## src/rtl/mem_arbiter_pkg.sv

```systemverilog
// Shared types and constants for the byte-wide RAM port arbiter.
// Covers FSM state codes, grant owner, mem_len codes and lane helpers.
package mem_arbiter_pkg;

    typedef enum logic [1:0] {
        ST_IDLE   = 2'd0,
        ST_IF_RD  = 2'd1,
        ST_MEM_RD = 2'd2,
        ST_MEM_WR = 2'd3
    } arb_state_t;

    typedef enum logic {
        GNT_IF  = 1'b0,
        GNT_MEM = 1'b1
    } grant_t;

    localparam logic [1:0] LEN_BYTE  = 2'd0;
    localparam logic [1:0] LEN_HALF  = 2'd1;
    localparam logic [1:0] LEN_WORD  = 2'd3;
    localparam logic       RAM_READ  = 1'b0;
    localparam logic       RAM_WRITE = 1'b1;
    localparam logic [2:0] IF_BYTES  = 3'd4;

    // Code 2 is reserved and behaves as a full word.
    function automatic logic [2:0] len_to_bytes(input logic [1:0] len);
        logic [2:0] n;
        case (len)
            LEN_BYTE: n = 3'd1;
            LEN_HALF: n = 3'd2;
            LEN_WORD: n = 3'd4;
            default:  n = 3'd4;
        endcase
        return n;
    endfunction

    function automatic logic [7:0] byte_lane(input logic [31:0] word, input logic [1:0] k);
        return word[{k, 3'b000} +: 8];
    endfunction

    function automatic logic [31:0] put_lane(input logic [31:0] word, input logic [1:0] k,
                                             input logic [7:0] b);
        logic [31:0] w;
        w = word;
        w[{k, 3'b000} +: 8] = b;
        return w;
    endfunction

endpackage

```

## src/rtl/mem_arbiter.sv

```systemverilog
// Arbitrates one synchronous byte-wide RAM port between instruction fetch
// (4-byte reads) and the data side (1/2/4-byte reads and writes).
module mem_arbiter
    import mem_arbiter_pkg::*;
(
    input  logic        clk,
    input  logic        rst,
    input  logic [7:0]  din_ram,
    output logic [7:0]  dout_ram,
    output logic [31:0] addr_ram,
    output logic        wr_ram,
    input  logic        if_req,
    input  logic [31:0] if_addr,
    input  logic        if_flush,
    output logic        if_done,
    output logic [31:0] if_data,
    input  logic        mem_req,
    input  logic        mem_we,
    input  logic [1:0]  mem_len,
    input  logic [31:0] mem_addr,
    input  logic [31:0] mem_wdata,
    output logic        mem_done,
    output logic [31:0] mem_rdata
);

    arb_state_t  state_r, state_nxt_s;
    grant_t      last_grant_r, last_grant_nxt_s;
    logic [31:0] wdata_r, wdata_nxt_s;
    logic [2:0]  nbytes_r, nbytes_nxt_s;
    logic [2:0]  cnt_r, cnt_nxt_s;
    logic [31:0] rd_buf_r, rd_buf_nxt_s;

    logic [31:0] addr_ram_nxt_s, if_data_nxt_s, mem_rdata_nxt_s;
    logic [7:0]  dout_ram_nxt_s;
    logic        wr_ram_nxt_s, if_done_nxt_s, mem_done_nxt_s;

    logic        if_cand_s, mem_cand_s, grant_mem_s, grant_if_s;
    logic        rd_last_s, wr_last_s, if_abort_s;
    logic [1:0]  rd_lane_s;
    logic [31:0] rd_word_s;

    // A requester still showing its done pulse is finishing, not asking again.
    assign if_cand_s   = if_req & ~if_done & ~if_flush;
    assign mem_cand_s  = mem_req & ~mem_done;
    assign grant_mem_s = mem_cand_s & (~if_cand_s | (last_grant_r == GNT_IF));
    assign grant_if_s  = if_cand_s & ~grant_mem_s;

    // cnt_r counts edges since grant; byte k arrives on din_ram when cnt_r == k+1.
    assign rd_last_s  = (cnt_r == nbytes_r);
    assign wr_last_s  = (cnt_r == (nbytes_r - 3'd1));
    assign if_abort_s = (state_r == ST_IF_RD) & if_flush;
    assign rd_lane_s  = cnt_r[1:0] - 2'd1;
    assign rd_word_s  = put_lane(rd_buf_r, rd_lane_s, din_ram);

    // State register.
    always_ff @(posedge clk or posedge rst) begin
        if (rst) begin
            state_r <= ST_IDLE;
        end else begin
            state_r <= state_nxt_s;
        end
    end

    // Next-state decode: only IDLE accepts work, flush is the sole early exit.
    always_comb begin
        state_nxt_s = state_r;
        case (state_r)
            ST_IDLE: begin
                if (grant_mem_s) begin
                    state_nxt_s = (mem_we == RAM_WRITE) ? ST_MEM_WR : ST_MEM_RD;
                end else if (grant_if_s) begin
                    state_nxt_s = ST_IF_RD;
                end else begin
                    state_nxt_s = ST_IDLE;
                end
            end
            ST_IF_RD: begin
                if (if_flush || rd_last_s) begin
                    state_nxt_s = ST_IDLE;
                end else begin
                    state_nxt_s = ST_IF_RD;
                end
            end
            ST_MEM_RD: begin
                if (rd_last_s) begin
                    state_nxt_s = ST_IDLE;
                end else begin
                    state_nxt_s = ST_MEM_RD;
                end
            end
            ST_MEM_WR: begin
                if (wr_last_s) begin
                    state_nxt_s = ST_IDLE;
                end else begin
                    state_nxt_s = ST_MEM_WR;
                end
            end
            default: state_nxt_s = ST_IDLE;
        endcase
    end

    // Output and datapath next values; everything leaves through registers.
    always_comb begin
        last_grant_nxt_s = last_grant_r;
        wdata_nxt_s      = wdata_r;
        nbytes_nxt_s     = nbytes_r;
        cnt_nxt_s        = cnt_r;
        rd_buf_nxt_s     = rd_buf_r;
        addr_ram_nxt_s   = addr_ram;
        dout_ram_nxt_s   = 8'h00;
        wr_ram_nxt_s     = RAM_READ;
        if_done_nxt_s    = 1'b0;
        mem_done_nxt_s   = 1'b0;
        if_data_nxt_s    = if_data;
        mem_rdata_nxt_s  = mem_rdata;
        case (state_r)
            ST_IDLE: begin
                if (grant_mem_s) begin
                    last_grant_nxt_s = GNT_MEM;
                    addr_ram_nxt_s   = mem_addr;
                    wdata_nxt_s      = mem_wdata;
                    nbytes_nxt_s     = len_to_bytes(mem_len);
                    cnt_nxt_s        = 3'd0;
                    rd_buf_nxt_s     = 32'h0000_0000;
                    if (mem_we == RAM_WRITE) begin
                        wr_ram_nxt_s   = RAM_WRITE;
                        dout_ram_nxt_s = byte_lane(mem_wdata, 2'd0);
                    end else begin
                        wr_ram_nxt_s   = RAM_READ;
                    end
                end else if (grant_if_s) begin
                    last_grant_nxt_s = GNT_IF;
                    addr_ram_nxt_s   = if_addr;
                    nbytes_nxt_s     = IF_BYTES;
                    cnt_nxt_s        = 3'd0;
                    rd_buf_nxt_s     = 32'h0000_0000;
                end else begin
                    cnt_nxt_s = cnt_r;
                end
            end
            ST_IF_RD, ST_MEM_RD: begin
                cnt_nxt_s = cnt_r + 3'd1;
                if (cnt_r != 3'd0) begin
                    rd_buf_nxt_s = rd_word_s;
                end else begin
                    rd_buf_nxt_s = rd_buf_r;
                end
                if (cnt_r < nbytes_r) begin
                    addr_ram_nxt_s = addr_ram + 32'd1;
                end else begin
                    addr_ram_nxt_s = addr_ram;
                end
                if (rd_last_s && !if_abort_s) begin
                    if (state_r == ST_IF_RD) begin
                        if_done_nxt_s = 1'b1;
                        if_data_nxt_s = rd_word_s;
                    end else begin
                        mem_done_nxt_s  = 1'b1;
                        mem_rdata_nxt_s = rd_word_s;
                    end
                end else begin
                    if_done_nxt_s = 1'b0;
                end
            end
            ST_MEM_WR: begin
                if (wr_last_s) begin
                    mem_done_nxt_s = 1'b1;
                end else begin
                    cnt_nxt_s      = cnt_r + 3'd1;
                    addr_ram_nxt_s = addr_ram + 32'd1;
                    wr_ram_nxt_s   = RAM_WRITE;
                    dout_ram_nxt_s = byte_lane(wdata_r, cnt_r[1:0] + 2'd1);
                end
            end
            default: begin
                cnt_nxt_s = 3'd0;
            end
        endcase
    end

    // Datapath and output registers; reset drops any transaction in flight.
    always_ff @(posedge clk or posedge rst) begin
        if (rst) begin
            last_grant_r <= GNT_IF;
            wdata_r      <= 32'h0000_0000;
            nbytes_r     <= 3'd0;
            cnt_r        <= 3'd0;
            rd_buf_r     <= 32'h0000_0000;
            addr_ram     <= 32'h0000_0000;
            dout_ram     <= 8'h00;
            wr_ram       <= 1'b0;
            if_done      <= 1'b0;
            if_data      <= 32'h0000_0000;
            mem_done     <= 1'b0;
            mem_rdata    <= 32'h0000_0000;
        end else begin
            last_grant_r <= last_grant_nxt_s;
            wdata_r      <= wdata_nxt_s;
            nbytes_r     <= nbytes_nxt_s;
            cnt_r        <= cnt_nxt_s;
            rd_buf_r     <= rd_buf_nxt_s;
            addr_ram     <= addr_ram_nxt_s;
            dout_ram     <= dout_ram_nxt_s;
            wr_ram       <= wr_ram_nxt_s;
            if_done      <= if_done_nxt_s;
            if_data      <= if_data_nxt_s;
            mem_done     <= mem_done_nxt_s;
            mem_rdata    <= mem_rdata_nxt_s;
        end
    end

endmodule

```

## config.mk

```make
export PLATFORM = sky130hd
export DESIGN_NAME = mem_arbiter
export DESIGN_NICKNAME = d
export VERILOG_FILES = /design/src/rtl/mem_arbiter_pkg.sv /design/src/rtl/mem_arbiter.sv
export SDC_FILE = /design/constraint.sdc
export NUM_CORES = 1
export LEC_CHECK = 0
export CAP_MARGIN = 15
export CELL_PAD_IN_SITES_DETAIL_PLACEMENT = 0
export CELL_PAD_IN_SITES_GLOBAL_PLACEMENT = 1
export CORE_ASPECT_RATIO = 1.5
export CORE_MARGIN = 5
export CORE_UTILIZATION = 41
export CTS_CLUSTER_DIAMETER = 40
export DETAILED_ROUTE_END_ITERATION = 7
export PLACE_DENSITY_LB_ADDON = 0.05
export SYNTH_ARGS = -nofsm -noshare
export SYNTH_HDL_FRONTEND = slang
export SYNTH_SLANG_ARGS = --single-unit
```

## constraint.sdc

```tcl
create_clock -name clk -period 11.4 [get_ports clk]
set_input_delay 1.71 -clock clk [delete_from_list [all_inputs] [get_ports clk]]
set_output_delay 1.71 -clock clk [all_outputs]
set_load 0.01 [all_outputs]
```

======== Word-level counts from Yosys, hierarchy flattened ========
Cells that the tools add are included.
cells by class
  shift operators ......................... 3
  reductions and logical operators ........ 16
  equality and inequality tests ........... 10
  multiplexer cells ....................... 41
  order comparisons ....................... 1
  add/sub/neg operators ................... 6
  bitwise gates (word level) .............. 14
operator list
  cell                                                                     number
  32-bit 2-to-1 mux                                                        7
  32-bit one-hot mux with 3 select lines                                   1
  32-bit one-hot mux with 2 select lines                                   1
  32-bit by 1-bit adder with 32-bit output (second input constant)         1
  32-bit bitwise mux                                                       1
  8-bit by 7-bit variable shift with 32-bit output (first input constant)  1
  32-bit by 6-bit indexed part select with 8-bit output                    1
  8-bit by 7-bit indexed part select with 32-bit output                    1
  8-bit 2-to-1 mux                                                         3
  8-bit one-hot mux with 2 select lines                                    1
  3-bit 2-to-1 mux                                                         5
  1-bit 2-to-1 mux                                                         14
  3-bit AND reduction                                                      4
  3-bit one-hot mux with 3 select lines                                    1
  2-bit one-hot mux with 4 select lines                                    1
  5-bit negation with 7-bit output                                         1
  1-bit inverter                                                           7
  1-bit AND                                                                6
  3-bit == test                                                            2
  2-bit 2-to-1 mux                                                         3
  2-bit inequality test (second input constant)                            3
  3-bit one-hot mux with 2 select lines                                    1
  2-bit AND reduction                                                      3
  2-bit by 1-bit == test with 1-bit output (second input constant)         2
  other kinds (16)                                                         20
storage, ports and cells
  bits of input ports ..................... 112
  register bits after elaboration ......... 180
  output and inout bits ................... 107
  word-level logic and storage cells ...... 104

======== Logic depth before layout (Yosys ltp) ========
Gate-level depths: netlist of the first run.
  depth after elaboration ................. 11
  gate-level depth with buffers ........... 11
  depth with buffers taken out ............ 7

======== Least setup slack after synthesis of the first run ========
OpenSTA, ideal clock, no wires.
  path kind ............................... input to register
  from .................................... in if_flush
  to ...................................... reg addr_ram[29]
  setup slack ............................. 8335 ps
  setup time .............................. 133 ps
  stages .................................. 6
  data required time ...................... 11267 ps
  arrival ................................. 2931 ps
  buffers on the path ..................... 1
  cells stage by stage .................... or3b_1 > nand3_1 > or2b_1 > buf_6 > nor4_1 > nor4_2
on the way
  longest elaborated chain between the ends .. 9
  elaborated cells on any way between the ends .. 11
  classes of those cells .................. 1 x eq/ne; 2 x mux; 7 x bitwise; 1 x reduce/logical
RTL lines
  element                                 line                source
  start: declaration                      mem_arbiter.sv:14   input logic if_flush,
  1-bit inverter (*)                      mem_arbiter.sv:43   assign if_cand_s = if_req & ~if_done & ~if_flush;
  1-bit AND (*)                           mem_arbiter.sv:43
  1-bit inverter                          mem_arbiter.sv:45   assign grant_mem_s = mem_cand_s & (~if_cand_s | (last_grant_r == GNT_IF));
  1-bit bitwise OR                        mem_arbiter.sv:45
  1-bit AND                               mem_arbiter.sv:45
  1-bit inverter                          mem_arbiter.sv:46   assign grant_if_s = if_cand_s & ~grant_mem_s;
  1-bit AND                               mem_arbiter.sv:46
  3-bit inequality test (no source line)  -
  3-bit AND reduction (no source line)    -
  end signal: assignment                  mem_arbiter.sv:202  addr_ram <= addr_ram_nxt_s;
  end: declaration                        mem_arbiter.sv:10   output logic [31:0] addr_ram,
Mark *: on every way between the ends. The rest lies on a longest branch, timed or not.
A chain may end at the register's enable or synchronous reset.

======== Final worst setup path of the first run ========
  from .................................... in if_req
  to ...................................... reg addr_ram[1]
on the way
  longest elaborated chain between the ends .. 9
  elaborated cells on any way between the ends .. 11
  classes of those cells .................. 1 x eq/ne; 2 x mux; 7 x bitwise; 1 x reduce/logical
RTL lines
  element                                 line               source
  start: declaration                      mem_arbiter.sv:12  input logic if_req,
  1-bit AND (*) (2 in series)             mem_arbiter.sv:43
  1-bit inverter                          mem_arbiter.sv:45
  1-bit bitwise OR                        mem_arbiter.sv:45
  1-bit AND                               mem_arbiter.sv:45
  1-bit inverter                          mem_arbiter.sv:46
  1-bit AND                               mem_arbiter.sv:46
  3-bit inequality test (no source line)  -
  3-bit AND reduction (no source line)    -
Marked as above.

==> summary.md, run 1 <==
| Metric | Value |
|---|---|
| Run status | completed |
| DRC Markers | 0 |
| Die Ht | 191 microns |
| Syn nets | 1046 |
| Main combinational cell family by area after synthesis | simple AND/OR/NAND/NOR gates |
| Unrepaired setup endpoints after global routing | false |
| Final nets | 1222 |
| CTS tree | built |
| Hold Path Sink | wdata_r[19]$_DFFE_PP0P_ |
| Post-Synth Adder-Cell Area | 2.10% |
| Fmax | 258 MHz |
| Crit Path Class | in2reg |
| Clk Latency, worst-skew pair | 0.44 ns |
| Post-cts resize count | 0 |
| Max VDD drop | 0.133 mV |
| Reg-to-reg endpoint | rd_buf_r[14]$_DFFE_PP0P_ |
| # hold bufs at CTS | 0 |
| Synth Area in XOR/XNOR | 0.365% |
| Yosys reg bits | 180 |
| Final Max Slew Viols | 0 |
| DR WL met3 | 1340 microns |
| Slew HR | 19.1% |
| Post-synth ARST share | 100% |
| Post-DR vias/cell | 5.42 |
| Post-synthesis simple-gate area fraction | 19.1% |
| Vias in the first global route | 7563 |
| Clock skew | 0.00929 ns |
| Crit path DAT | 4.21 ns |
| Post-DP HPWL | 17800 microns |
| Final Cycle Share | 34.1% |
| Area added between synthesis and finish | 32.1% |
| Reg2reg start | cnt_r[0]$_DFFE_PP0P_ |
| Max clock buf depth | 2 |
| Most area-consuming cells after synthesis | dfrtp_1 (50%), nand2_1 (7.5%), o21ai_0 (3.9%), mux2i_1 (3.4%), a21oi_1 (3.3%) |
| Hold Crit Depth | 2 |
| Wirelength, routed | 25600 microns |
| Leak | 5.13 nW |
| Worst-Margin Slew | 1.21 ns |
| Row Count | 66 |
| Initial antenna violation count | 0 |
| Crit-path cells | clkdlybuf4s50_1 -> or3b_1 -> nand3_1 -> nor2b_1 -> nand2_2 -> mux2_2 |
| Yosys top cell area share | 50.5% |
| Crit path max-delay family | simple AND/OR/NAND/NOR gates |
| YS warnings | 0 |
| Buf/Inv on CP | 1 |
| R2r setup slk | 7.88 ns |
| Mapped cell area | 8920 sq um |
| Die Area | 24900 sq um |
| Minimum clock period | 3.88 ns |
| Layout cell share with drive strength beyond 1 | 5.87% |
| IO buf count | 218 |
| First-pass GRT wire length | 40500 microns |
| Mean Syn Cell Area | 9.71 sq um |
| H-tree Lvls | 4 |
| Total negative setup slack | 0 ns |
| CTS sink count | 180 |
| Die W | 130 microns |
| Nature of the critical path startpoint | primary input |
| DR WL/cell | 18.5 microns |
| Delay of the slowest critical-path stage | 0.54 ns |
| Worst hold start | wdata_r[19]$_DFFE_PP0P_ |
| Post-route ant nets | 0 |
| Syn Inst Count | 919 |
| Predominant post-synthesis flop cell | dfrtp_1 |
| Clk root buf | clkbuf_16 |
| Initial Utilization | 41.4% |
| Post-synthesis mux area share | 5.89% |
| Fill count | 1978 |
| TritonCTS Buffers | 17 |
| Most frequent cells in the layout | clkdlybuf4s50_1 (218), dfrtp_1 (180), nand2_1 (178) |
| Cell area power density | 255 nW/um^2 |
| Crit. End Element | flop |
| # setup viols final | 0 |
| EDFF count, synth | 0 |
| Seq/Total Area, Yosys | 50.5% |
| Most common cell after layout, fill and taps aside | clkdlybuf4s50_1 |
| Met2 routed WL | 13500 microns |
| IO Pins | 219 |
| Vias | 7484 |
| RePlAce Congestion | 0.766 |
| DRT iter0 DRCs | 461 |
| Hold slack | 0.468 ns |
| Synth Area in Compound Gates | 17.9% |
| Top Layer Used | met4 |
| Slowest cell on crit path | nand2_2 |
| Core outline area | 21600 sq um |
| Worst R2R Path Depth | 6 |
| Crit-path max FO | 29 |
| DR pass1 iterations | 5 |
| Final Hold Viols | 0 |
| GRT overflow | 0 |
| Worst min-delay path class | reg2reg |
| Yosys cell types | 64 |
| Max_cap viols | 0 |
| WP data required | 11.72 ns |
| Setup Fix Bufs, Post-CTS | 0 |
| DRT met1 WL | 10100 microns |
| Pin count of the biggest net entering global routing | 107 |
| Area leader, netlist | dfrtp_1 |
| Diodes inserted | 0 |
| CP startpoint | if_req |
| Clk slew on worst S/H paths | 0.07 ns |
| GRT Total Usage | 20.7% |
[synth_stat cells, drive strengths merged, types with 3 or more instances]
cell	n
o21ai	74
mux2i	30
inv	19
a22o	32
dfrtp	180
clkbuf	46
mux4	8
ha	15
or2	3
buf	22
a22oi	9
nor2	30
a21oi	58
nor2b	37
nor3	27
a211oi	4
o22ai	3
a31oi	7
nand4	11
nor4b	3
nand2	180
nor4	12
o21a	3
mux2	4
nand3	11
a32oi	12
and4	8
o22a	25
and3	13
and2	3
[logic make-up after synthesis]
kind of cell / Yosys count
flops: 180
fa+ha+maj: 15
xor+xnor: 2
buf+inv: 87
simple gates: 349
compound gates: 244
mux: 42
[power breakdown]
part	internal, mW	switching, mW
clock network	0.320	0.255
logic	0.636	0.759
registers	0.848	0.183
total	1.80	1.20
[metal layers]
| layer | vias to the layer above | global-route usage, % |
|---|---|---|
| met5 | - | 0 |
| met4 | 0 | 6.69 |
| met3 | 37 | 4.51 |
| met2 | 200 | 37.2 |
| met1 | 3606 | 24.3 |
| li1 | 3641 | - |
[worst reg2reg max path, delay by kind of cell (launching register included)]
kind	cells	cell delay, ns
and+or+nand+nor	3	1.30
DFF	1	0.89
buffers and inverters	1	0.21
adders and majority gates	1	0.88
AOI/OAI and AO/OA	1	0.19
[worst max path at each step]
stage | slack [ns] | cells after the start | end
CTS | 7.55 | 6 | addr_ram[28]$_DFFE_PP0P_
global route | 7.40 | 6 | addr_ram[1]$_DFFE_PP0P_
global placement | 7.12 | 6 | addr_ram[1]$_DFFE_PP0P_
finish | 7.52 | 6 | addr_ram[1]$_DFFE_PP0P_
floorplan | 4.80 | 1 | addr_ram[0]$_DFFE_PP0P_
detailed placement | 7.09 | 6 | addr_ram[1]$_DFFE_PP0P_
[stage by stage]
step                      cells  instance area (sq um)  power (mW)  util (%)  setup slack, ns
final                      1380                  11800        3.00      54.7             7.52
after global routing       1380                  11800        3.22      54.7             7.40
after CTS                  1380                  11800        3.04      54.7             7.55
after detailed placement   1348                  11200        2.45      52.0             7.09
after global placement     1348                  11200        2.44      52.0             7.12
after floorplan             919                   8920        1.92         -             4.80
[final cells by class]
cell class	instances	area [sq um]	area share [%]
sequential	180	4500	38.2
multi-input combinational	652	4060	34.4
timing repair buffer	225	2230	19.0
clock buffer	22	474	4.02
tap	272	340	2.89
clock inverter	10	97.6	0.828
inverter	19	76.3	0.648
[registers in the layout, indices dropped and copies added, names as in the netlist]
name	cells
addr_ram	32
dout_ram	8
rd_buf_r	32
if_done	1
last_grant_r	1
mem_done	1
cnt_r	3
wr_ram	1
mem_rdata	32
nbytes_r	3
state_r	2
if_data	32
wdata_r	32
Note: power is estimated with default switching activity, not from simulation.
==> run 2: changes to the inputs <==
--- a/config.mk
+++ b/config.mk
@@ -10,7 +10,7 @@
 export CELL_PAD_IN_SITES_GLOBAL_PLACEMENT = 1
 export CORE_ASPECT_RATIO = 1.5
 export CORE_MARGIN = 5
-export CORE_UTILIZATION = 41
+export CORE_UTILIZATION = 34
 export CTS_CLUSTER_DIAMETER = 40
 export DETAILED_ROUTE_END_ITERATION = 7
 export PLACE_DENSITY_LB_ADDON = 0.05
==> constraint.sdc (replaced) <==
create_clock -name clk -period 3.13 [get_ports clk]
set_input_delay 0.4695 -clock clk [delete_from_list [all_inputs] [get_ports clk]]
set_output_delay 0.4695 -clock clk [all_outputs]
set_load 0.01 [all_outputs]
==> summary.md, run 2 (synthesized netlist as in run 1, its figures left out) <==
| Metric | Value |
|---|---|
| Layout cell share with drive strength beyond 1 | 7.30% (+1.4 points) |
| CTS sink count | 180 (unchanged) |
| Clk slew on worst S/H paths | 0.07 ns (about the same) |
| Clock skew | 0.0134 ns (+0.00414 ns) |
| Max clock buf depth | 2 (unchanged) |
| Vias in the first global route | 7758 (+2.6%) |
| IO buf count | 218 (unchanged) |
| Crit-path max FO | 10 (-66%) |
| Initial Utilization | 34.5% (-6.9 points) |
| Die Ht | 208 microns (+9.3%) |
| Non-Filler Instances | 1457 (+5.6%) |
| CTS tree | built |
| Final Hold Viols | 0 (unchanged) |
| Clock power share | 19.6% (+0.5 points) |
| Die Area | 29600 sq um (+19%) |
| H-tree Lvls | 4 (unchanged) |
| Pin count of the biggest net entering global routing | 66 (-38%) |
| Combinational power share | 47.3% (+0.8 points) |
| Post-DR vias/cell | 5.16 (-4.9%) |
| Core outline area | 25900 sq um (+20%) |
| Crit Path Class | reg2reg |
| Cell area power density | 930 nW/um^2 (+270%) |
| Run status | completed |
| Most common cell after layout, fill and taps aside | clkdlybuf4s50_1 |
| Clk Latency, worst-skew pair | 0.44 ns (about the same) |
| Fmax | 402 MHz |
| Layout Utilization | 46.8% (-7.9 points) |
| Final nets | 1242 (+1.6%) |
| TritonCTS Buffers | 17 (unchanged) |
| Final Max Slew Viols | 0 (unchanged) |
| Switching Share | 39.5% (-0.33 points) |
| DP Worst Slack | 0.453 ns (-6.63 ns) |
| Nature of the critical path startpoint | flop |
| Internal power | 6.80 mW (+280%) |
| Register Area | 4500 sq um (unchanged) |
| Row Count | 72 (+9.1%) |
| RePlAce Congestion | 0.750 (-2.1%) |
| Diodes inserted | 0 (unchanged) |
| Net switching power | 4.45 mW (+270%) |
| # setup viols final | 0 (unchanged) |
| # hold bufs at CTS | 0 (unchanged) |
| Crit path DAT | 2.85 ns (-1.36 ns) |
| DRC Markers | 0 (unchanged) |
| GRT overflow | 0 (unchanged) |
| Minimum clock period | 2.48 ns |
| Area added between synthesis and finish | 35.5% |
| Die W | 142 microns (+9.1%) |
| Worst min-delay path class | in2async |
| Unrepaired setup endpoints after global routing | false |
| Clk root buf | clkbuf_16 |
| Fill count | 2535 (+28%) |
| GRT Total Usage | 18.5% (-2.2 points) |
| DRT iter0 DRCs | 403 (-13%) |
| Max VDD drop | 0.521 mV (+290%) |
| Vias | 7517 (+0.44%) |
| Wirelength, routed | 27200 microns (+6.4%) |
| Slew HR | 28.4% (+9.3 points) |
| DP Cell Count | 1429 (+6.0%) |
| Area of the multi-input gates | 4060 sq um (+0.12%) |
| Final Cycle Share | 79.4% |
| First-pass GRT wire length | 43400 microns (+7.0%) |
| IO Pins | 219 (unchanged) |
| DR pass1 iterations | 5 (unchanged) |
| Post-route ant nets | 0 (unchanged) |
| DR WL/cell | 18.7 microns (+0.77%) |
| Worst-Margin Slew | 1.07 ns (-0.139 ns) |
| Sequential share of power | 33.1% (-1.3 points) |
| Most frequent cells in the layout | clkdlybuf4s50_1 (218), dfrtp_1 (180), nand2_1 (178) |
| Total negative setup slack | 0 ns (unchanged) |
| WP data required | 3.50 ns (-8.22 ns) |
| Post-cts resize count | 0 (unchanged) |
| Setup Fix Bufs, Post-CTS | 0 (unchanged) |
| Crit. End Element | flop |
| Initial antenna violation count | 1 (+1) |
| Post-DP HPWL | 19800 microns (+11%) |
| Setup WS post-layout | 0.645 ns (-6.87 ns) |
| Max_cap viols | 0 (unchanged) |
| R2r setup slk | 0.65 ns (-7.23 ns) |
| Leak | 5.25 nW (+2.4%) |
## run 2: metal layers
layer	track usage [%]	vias up	share of wire, %	wire length, microns
li1	-	3677	-	-
met1	20.9	3621	38	10300
met2	34.5	187	55	15000
met3	4.16	30	5.0	1360
met4	5.13	2	1.7	474
met5	0	-	0.048	13
## run 2: power groups by stage
stage | Sequential [mW] | Clock (mW) | Combinational, mW
2_1_floorplan | 3.79 | 0 | 3.21
3_3_place_gp | 3.76 | 0 | 5.38
3_5_place_dp | 3.77 | 0 | 5.40
4_1_cts | 3.73 | 2.26 | 5.42
5_1_grt | 3.84 | 2.34 | 5.88
6_report | 3.72 | 2.20 | 5.32
## run 2: cell type report
cell class / count / share of cell area [%]
sequential: 180 / 37.3
multi-input combinational: 652 / 33.6
timing repair buffer: 245 / 20.2
clock buffer: 20 / 3.78
tap: 333 / 3.45
clock inverter: 8 / 1.06
inverter: 19 / 0.621
## run 2: final timing paths
kind                                                   to               startpoint  cells past startpoint
worst min register to register    wdata_r[11]$_DFFE_PP0P_  wdata_r[11]$_DFFE_PP0P_                      2
worst max-delay path             rd_buf_r[11]$_DFFE_PP0P_     cnt_r[0]$_DFFE_PP0P_                      6
min in group clk                  wdata_r[11]$_DFFE_PP0P_  wdata_r[11]$_DFFE_PP0P_                      2
worst min-delay path             rd_buf_r[17]$_DFFE_PP0P_                      rst                      2
max in group asynchronous       mem_rdata[12]$_DFFE_PP0P_                      rst                      3
worst max register to register   rd_buf_r[11]$_DFFE_PP0P_     cnt_r[0]$_DFFE_PP0P_                      6
## run 2: stage by stage
stage,area (sq um),power [mW],hold slack [ns]
floorplan,8920,6.99,0.440
global placement,11500,9.14,0.453
detailed placement,11500,9.17,0.461
CTS,12100,11.4,0.406
global route,12100,12.1,0.447
finish,12100,11.2,0.414
## run 2: worst max-delay path, stage by stage, from the launching register on
cell and delay (ns):
dfrtp_1 0.47, inv_1 0.15, ha_1 0.37, nand2_1 0.09, nor3_1 0.70, and3_1 0.44, a22o_1 0.19
==> run 3: changes to the inputs <==
==> constraint.sdc (replaced) <==
create_clock -name clk -period 2.1 [get_ports clk]
set_input_delay 0.315 -clock clk [delete_from_list [all_inputs] [get_ports clk]]
set_output_delay 0.315 -clock clk [all_outputs]
set_load 0.01 [all_outputs]
==> summary.md, run 3 (synthesized netlist as in run 1, its figures left out) <==
| Metric | Value |
|---|---|
| Max VDD drop | 0.817 mV (+57%) |
| DR WL/cell | 18.6 microns (-0.15%) |
| Most frequent cells in the layout | clkdlybuf4s50_1 (218), nand2_1 (178), dfrtp_1 (177) |
| Wirelength, routed | 28300 microns (+4.2%) |
| Max clock buf depth | 2 (unchanged) |
| Clk slew on worst S/H paths | 0.07 ns (about the same) |
| Crit-path max FO | 7 (-3) |
| Post-DR vias/cell | 5.14 (-0.45%) |
| Grt met3 use | 4.00% (-0.16 points) |
| IO buf count | 218 (unchanged) |
| Diodes inserted | 0 (unchanged) |
| Crit-path cells | inv_2 -> ha_4 -> xor3_2 -> nor4b_4 -> or2b_4 -> buf_12 -> buf_16 -> nor3_2 -> o22a_1 |
| Violated checks | negative setup slack |
| WP data required | 2.44 ns (-1.06 ns) |
| CTS sink count | 180 (unchanged) |
| Minimum clock period | 2.14 ns (-0.346 ns) |
| GRT overflow | 0 (unchanged) |
| Unrepaired setup endpoints after global routing | true |
| RePlAce Congestion | 0.794 (+5.8%) |
| Final Max Slew Viols | 0 (unchanged) |
| H-tree Lvls | 4 (unchanged) |
| Cell area power density | 1420 nW/um^2 (+53%) |
| Internal power | 11.1 mW (+64%) |
| Vias | 7807 (+3.9%) |
| # setup viols final | 5 (+5) |
| Clk root buf | clkbuf_16 |
| # hold bufs at CTS | 0 (unchanged) |
| Post-DP HPWL | 20900 microns (+5.7%) |
| Buf/Inv on CP | 3 (+2) |
| Layout Utilization | 49.7% (+2.9 points) |
| Post-route ant nets | 0 (unchanged) |
| Clock skew | 0.00752 ns (-0.00591 ns) |
| Setup WS post-layout | -0.0386 ns (-0.684 ns) |
| Die Area | 29600 sq um (unchanged) |
| Worst-Margin Slew | 0.651 ns (-0.422 ns) |
| Crit path max-delay family | simple AND/OR/NAND/NOR gates |
| Slew HR | 56.5% (+28 points) |
| Net switching power | 7.14 mW (+60%) |
| First-pass GRT wire length | 45200 microns (+4.1%) |
| CTS tree | built |
| Area added between synthesis and finish | 44.0% |
| Delay of the slowest critical-path stage | 0.41 ns (-0.29 ns) |
| Final nets | 1302 (+4.8%) |
| Row Count | 72 (unchanged) |
| Crit path DAT | 2.48 ns (-0.37 ns) |
| Clk Latency, worst-skew pair | 0.44 ns (about the same) |
| Nature of the critical path startpoint | flop |
| Die W | 142 microns (unchanged) |
| Pwr Total | 18.3 mW (+63%) |
| Max_cap viols | 0 (unchanged) |
| Initial antenna violation count | 1 (unchanged) |
| Slowest cell on crit path | nor4b_4 |
| GRT Total Usage | 19.4% (+0.83 points) |
| Core outline area | 25900 sq um (unchanged) |
| Crit. path cell count | 9 (+3) |
| TritonCTS Buffers | 17 (unchanged) |
| DR pass1 iterations | 4 (-1) |
| Switching Share | 39.0% (-0.52 points) |
| Run status | complete, but fails checks |
| Initial Utilization | 34.5% (unchanged) |
| Vias in the first global route | 8005 (+3.2%) |
| Most common cell after layout, fill and taps aside | clkdlybuf4s50_1 |
| Final Hold Viols | 0 (unchanged) |
| DRT iter0 DRCs | 364 (-9.7%) |
| Final Cycle Share | 102% (+22 points) |
| Sequential share of power | 29.8% (-3.3 points) |
| Clock power share | 18.5% (-1.1 points) |
| Die Ht | 208 microns (unchanged) |
| Grt met2 use | 34.8% (+0.31 points) |
| DRC Markers | 0 (unchanged) |
| Leak | 5.61 nW (+6.9%) |
| Gr busiest metal | met2 |
| Combinational power share | 51.8% (+4.5 points) |
| Crit Path Class | reg2reg |
| Worst R2R Path Depth | 9 (+3) |
| Met1 Resource Use GR | 23.1% (+2.2 points) |
| Crit. End Element | flop |
| Pin count of the biggest net entering global routing | 80 (+21%) |
| Layout cell share with drive strength beyond 1 | 14.7% (+7.4 points) |
| Worst min-delay path class | in2async |
| IO Pins | 219 (unchanged) |
| Fmax | 468 MHz (+16%) |
run 3: final timing paths:
kind	to	startpoint	slack [ns]
worst max-delay path	addr_ram[20]$_DFFE_PP0P_	nbytes_r[1]$_DFFE_PP0P_	-0.04
worst max register to register	addr_ram[20]$_DFFE_PP0P_	nbytes_r[1]$_DFFE_PP0P_	-0.04
worst min register to register	wdata_r[30]$_DFFE_PP0P_	wdata_r[30]$_DFFE_PP0P_	0.48
max in group asynchronous	if_data[1]$_DFFE_PP0P_	rst	1.35
worst min-delay path	wdata_r[14]$_DFFE_PP0P_	rst	0.30
min in group clk	wdata_r[20]$_DFFE_PP0P_	mem_wdata[20]	0.39
run 3: repair_timing:
action                                  4_1_cts  5_1_grt
gates cloned                                  1        0
resized for setup                             9       26
pin swaps                                     1       12
endpoints found under the setup margin       18       93
buffers inserted                              1        6
run 3: cell type report:
class	count	area [sq um]
fill	2456	13000
sequential	180	4510
multi-input combinational	652	4230
timing repair buffer	305	3000
clock buffer	20	457
tap	333	417
clock inverter	11	151
inverter	19	82.6
run 3: tightest hold or removal path, stage by stage:
cell and delay (ns):
clkdlybuf4s50_1 0.44, clkinvlp_4 0.15, buf_12 0.20
run 3: power by group through the flow:
stage                     clock, mW  combinational (mW)  sequential [mW]
after detailed placement          0                9.04             5.50
after global placement            0                9.00             5.49
after global routing           3.56                10.4             5.61
final                          3.37                9.47             5.44
after floorplan                   0                5.01             5.65
after CTS                      3.45                9.24             5.45
run 3: metal layers:
metal | vias up | wire (microns) | share of wire [%]
li1 | 3806 | - | -
met1 | 3765 | 11500 | 40
met2 | 199 | 15000 | 53
met3 | 35 | 1350 | 4.8
met4 | 2 | 494 | 1.7
met5 | - | 13 | 0.046
run 3: per-stage QoR:
stage | instances | worst slack [ns] | setup TNS (ns) | hold WS, ns | instance area (sq um)
floorplan | 919 | -0.524 | -94.43 | 0.413 | 9030
global placement | 1481 | -0.327 | -19.06 | 0.456 | 12000
detailed placement | 1481 | -0.359 | -21.26 | 0.462 | 12000
CTS | 1514 | -0.0230 | -0.0724 | 0.294 | 12700
global route | 1520 | -0.146 | -1.97 | 0.321 | 12800
finish | 1520 | -0.0386 | -0.138 | 0.300 | 12800
